<file path="src/rtl/alu_req_arbiter.sv">
// Round-robin front end that time-shares one combinational ALU among NUM_REQ
// requesters, registering operands toward the ALU and the result back out.
//
// state | meaning
// IDLE  | arbitrating; req_ready is one-hot to the round-robin winner
// EXEC  | operands registered to the ALU; result captured at end of cycle
// RESP  | response presented on rsp_*; held until rsp_ready
module alu_req_arbiter #(
    parameter  int NUM_REQ = 2,
    parameter  int WIDTH   = 8,
    parameter  int OP_W    = 3,
    localparam int ID_W    = (NUM_REQ > 1) ? $clog2(NUM_REQ) : 1
) (
    input  logic                    clk,
    input  logic                    rst_n,
    input  logic [NUM_REQ-1:0]      req_valid,
    output logic [NUM_REQ-1:0]      req_ready,
    input  logic [NUM_REQ*OP_W-1:0] req_op,
    input  logic [NUM_REQ*WIDTH-1:0] req_a,
    input  logic [NUM_REQ*WIDTH-1:0] req_b,
    output logic [OP_W-1:0]         alu_op,
    output logic [WIDTH-1:0]        alu_a,
    output logic [WIDTH-1:0]        alu_b,
    input  logic [WIDTH-1:0]        alu_result,
    output logic                    rsp_valid,
    input  logic                    rsp_ready,
    output logic [ID_W-1:0]         rsp_id,
    output logic [WIDTH-1:0]        rsp_data,
    output logic                    busy
);

    typedef enum logic [1:0] {
        IDLE = 2'd0,
        EXEC = 2'd1,
        RESP = 2'd2
    } state_t;

    state_t            state_q, state_d;
    logic [ID_W-1:0]   rr_ptr_q, rr_ptr_d;
    logic [OP_W-1:0]   alu_op_q, alu_op_d;
    logic [WIDTH-1:0]  alu_a_q, alu_a_d;
    logic [WIDTH-1:0]  alu_b_q, alu_b_d;
    logic [ID_W-1:0]   rsp_id_q, rsp_id_d;
    logic [WIDTH-1:0]  rsp_data_q, rsp_data_d;

    logic              grant_found;
    logic [ID_W-1:0]   grant_id;
    logic [ID_W-1:0]   rr_next;
    int                idx;

    // Walk offsets from the far end so the valid requester nearest to rr_ptr
    // is the last assignment and therefore wins.
    always_comb begin
        grant_found = 1'b0;
        grant_id    = '0;
        idx         = 0;
        for (int k = NUM_REQ - 1; k >= 0; k--) begin
            idx = int'(rr_ptr_q) + k;
            if (idx >= NUM_REQ) begin
                idx = idx - NUM_REQ;
            end
            if (req_valid[idx[ID_W-1:0]]) begin
                grant_found = 1'b1;
                grant_id    = idx[ID_W-1:0];
            end
        end
    end

    always_comb begin
        if (int'(rsp_id_q) + 1 >= NUM_REQ) begin
            rr_next = '0;
        end else begin
            rr_next = rsp_id_q + 1'b1;
        end
    end

    always_comb begin
        req_ready = '0;
        if (rst_n && (state_q == IDLE) && grant_found) begin
            req_ready[grant_id] = 1'b1;
        end
    end

    always_comb begin
        state_d    = state_q;
        rr_ptr_d   = rr_ptr_q;
        alu_op_d   = alu_op_q;
        alu_a_d    = alu_a_q;
        alu_b_d    = alu_b_q;
        rsp_id_d   = rsp_id_q;
        rsp_data_d = rsp_data_q;
        case (state_q)
            IDLE: begin
                if (grant_found) begin
                    alu_op_d = req_op[int'(grant_id) * OP_W +: OP_W];
                    alu_a_d  = req_a[int'(grant_id) * WIDTH +: WIDTH];
                    alu_b_d  = req_b[int'(grant_id) * WIDTH +: WIDTH];
                    rsp_id_d = grant_id;
                    state_d  = EXEC;
                end
            end
            EXEC: begin
                rsp_data_d = alu_result;
                state_d    = RESP;
            end
            RESP: begin
                if (rsp_ready) begin
                    rr_ptr_d = rr_next;
                    state_d  = IDLE;
                end
            end
            default: state_d = IDLE;
        endcase
    end

    always_ff @(posedge clk) begin
        if (!rst_n) begin
            state_q    <= IDLE;
            rr_ptr_q   <= '0;
            alu_op_q   <= '0;
            alu_a_q    <= '0;
            alu_b_q    <= '0;
            rsp_id_q   <= '0;
            rsp_data_q <= '0;
        end else begin
            state_q    <= state_d;
            rr_ptr_q   <= rr_ptr_d;
            alu_op_q   <= alu_op_d;
            alu_a_q    <= alu_a_d;
            alu_b_q    <= alu_b_d;
            rsp_id_q   <= rsp_id_d;
            rsp_data_q <= rsp_data_d;
        end
    end

    assign alu_op    = alu_op_q;
    assign alu_a     = alu_a_q;
    assign alu_b     = alu_b_q;
    assign rsp_id    = rsp_id_q;
    assign rsp_data  = rsp_data_q;
    assign rsp_valid = (state_q == RESP);
    assign busy      = (state_q != IDLE);

endmodule
</file>
<file path="config.mk">
export PLATFORM = sky130hd
export DESIGN_NAME = alu_req_arbiter
export DESIGN_NICKNAME = d
export VERILOG_FILES = /design/src/rtl/alu_req_arbiter.sv
export SDC_FILE = /design/constraint.sdc
export NUM_CORES = 1
export LEC_CHECK = 0
export BUFFER_PORTS_ARGS = -buffer_cell sky130_fd_sc_hd__buf_2
export CAP_MARGIN = 20
export CORE_ASPECT_RATIO = 2
export CORE_UTILIZATION = 44
export CTS_CLUSTER_SIZE = 30
export DETAILED_ROUTE_END_ITERATION = 6
export PLACE_DENSITY = 0.91
export SYNTH_ARGS = -nofsm -noshare
export SYNTH_HDL_FRONTEND = slang
export SYNTH_SLANG_ARGS = --single-unit
</file>
<file path="constraint.sdc">
create_clock -name clk -period 3 [get_ports clk]
set_clock_uncertainty 0.1 [all_clocks]
set_input_delay 0.45 -clock clk [delete_from_list [all_inputs] [get_ports clk]]
set_output_delay 0.45 -clock clk [all_outputs]
set_load 0.1 [all_outputs]
</file>
==> impl_metrics.yaml <==
min_path:
  hold_path.class: "input port to register"
  min_from: "req_a[12]"
  hold_depth: 3
  hold-path-endpoint: "alu_a[4]"
logic_synthesis:
  yosysSeqAreaShare: 0.492
  synth_cell_type_count: 23
  synth_top_area_cell: "dfxtp_1"
  yosys-top-cells-area: "dfxtp_1, nand2_1, a22oi_1, a21boi_0, buf_6"
  syn_avg_cell_area_sq_um: 8.88
  synth_top_family_by_area: "simple AND/OR/NAND/NOR gates"
  yosys_warnings: 0
  synth.cell_area_sq_mm: 0.00126
  netlist_instances: 142
  synth_top_area_frac: 0.492
  yosys.area_share.simple: 0.209
  synthAdderAreaFrac: 0
  synth_xor_area_frac: 0
  synth_seq_cells: 31
  syn_nets: 193
  synth_mux_area_frac: 0.0317
  synth_compound_area_frac: 0.204
clock_network:
  tritoncts: "yes"
  cts_buffer_depth: 2
  root_buffer: "clkbuf_8"
  ctsHoldBuffers: 0
  cts_max_level: 2
  postCtsSetupBuffers: 0
  cts_sinks: 31
  clk_latency_ns: 0.27
  clk_pin_slew_ns: 0.06
  cts_buffers: 5
  ctsResizeCount: 0
layout:
  seq_area_sq_um: 621
  nNetsFinal: 275
  layout-drive-gt1-share: 0.426
  num-fill-cells: 243
  syn_to_final_growth_pct: 36.7
  layout_common_cells: "buf_2, nand2_1, dfxtp_1"
  multi_input_area_sq_um: 562
  diodes: 0
  mostFrequentLayoutCell: "buf_2"
place:
  dp_slack_ns: 0.934
  dpl.hpwl_um: 2460
  gp_congestion: 0.716
  portBuffers: 82
die:
  die_area_sq_mm: 0.00310
  die_y_um: 77.7
  rows: 27
  ios: 83
  fp.coreArea_sq_mm: 0.00274
  die_x_um: 39.9
  initial_core_util: 0.461
global_routing:
  grt_max_degree: 21
  antenna_found_initial: 0
  grtUsageTotal: 0.232
  grt_pass1_vias: 1172
  grt_pass1_wl_um: 4890
  grt_overflow: 0
status:
  status: "finished clean"
timing:
  finalSetupViolCount: 0
  worst_pin_slew_ns: 0.815
  slew_headroom: 0.457
  slew_violations: 0
  fin_crit_sh: 0.693
  holdWs_ns: 0.257
  fin_ws_ns: 0.922
  rsz0062_at_grt: "false"
  min_period_ns: 2.08
  max_freq_mhz: 481
  hold_viol_final: 0
  setup_tns_ns: 0
route:
  drtIter0Drc: 31
  routed_wl_um: 3230
  via_count: 1267
  avgViaCountPerCell: 5.03
  drtPass1Iterations: 4
  remaining_drc_errors: 0
  wire_per_inst_um: 12.8
  antenna_left: 0
flow_run:
  timing.max_cap.violations: 0
critical_path:
  rr_startpoint: "state_q[0]"
  cp-end-kind: "output port"
  critPathLaunchType: "input port"
  slowest_delay_ns: 0.43
  crit_top_cell: "buf_2"
  rrSetupSlack_ns: 1.33
  crit_required_ns: 2.45
  crit_chain: "buf_2, nor3b_2, and3_1, buf_2"
  worstRegToRegCells: 4
  slowest_stage: "buf_2"
  crit_type: "input port to output port"
  r2r_end: "alu_b[3]"
  cp_data_arrival_time_ns: 1.53
  critPathMaxFanout: 12
pwr:
  ir_worst_vdd_v: 0.000427
  p_per_area_mw_per_mm2: 695
  p_leak_uw: 0.000939
-- area by class of cell --
type	instances	area share
Clock buffer	6	0.0421
Inverter	2	0.00435
Multi-Input combinational cell	100	0.326
Sequential cell	31	0.360
Tap cell	29	0.0210
Timing Repair Buffer	84	0.247
-- Yosys cell counts, drive strengths merged --
library cell   n
o21a           2
a22oi         15
nor2b          2
a21o           1
dfxtp         31
a21boi         9
inv            2
clkbuf         3
and2b          1
o21ai          6
and3           1
o211a          1
buf            6
or2            2
or2b           1
mux2i          4
nor2           1
nor3b          1
nand2         53
-- critical path, delay by kind of cell --
kind | cells | cell delay [ns]
and+or+nand+nor | 2 | 0.46
buffers and inverters | 2 | 0.61
-- stage by stage --
stage | instances | power, uW | area [sq um] | util
2_1_floorplan | 142 | 838 | 1260 | -
5_1_grt | 252 | 1250 | 1720 | 0.630
6_report | 252 | 1200 | 1720 | 0.630
4_1_cts | 252 | 1210 | 1720 | 0.630
3_3_place_gp | 246 | 911 | 1650 | 0.604
3_5_place_dp | 246 | 917 | 1650 | 0.604
-- flip-flops by register name (all words and copies together), names as in the netlist --
register	cells
rr_ptr_q	1
alu_a	8
alu_op	3
rsp_id	1
rsp_data	8
alu_b	8
state_q	2
-- logic make-up (layout without fill, tap and decap cells) --
group	count (synthesis)	in the layout
AOI/OAI and AO/OA	34	34
and+or+nand+nor	62	62
buffers and inverters	11	92
muxes	4	4
DFF	31	31
-- where the power goes --
part | internal, uW | switching [uW] | leakage (uW)
logic | 83.7 | 355 | 0.000647
clock network | 154 | 136 | 0.0000371
registers | 450 | 20.7 | 0.000255
total | 687 | 511 | 0.000939
-- per-layer routing --
layer  wire [um]  track usage  vias up
met3         210       0.0771        7
met2        1800        0.418       69
met1        1150        0.211      558
met4          63        0.103        0
met5           0            0        -
li1            -            -      633
-- worst max-delay path by stage --
stage                     from           end  slack [ns]
global route             rst_n  req_ready[0]        0.83
floorplan           state_q[0]      rr_ptr_q        1.16
detailed placement       rst_n  req_ready[0]        0.93
finish                   rst_n  req_ready[0]        0.92
CTS                      rst_n  req_ready[0]        0.93
global placement         rst_n  req_ready[0]        0.94
(Power assumes the default switching activity.)
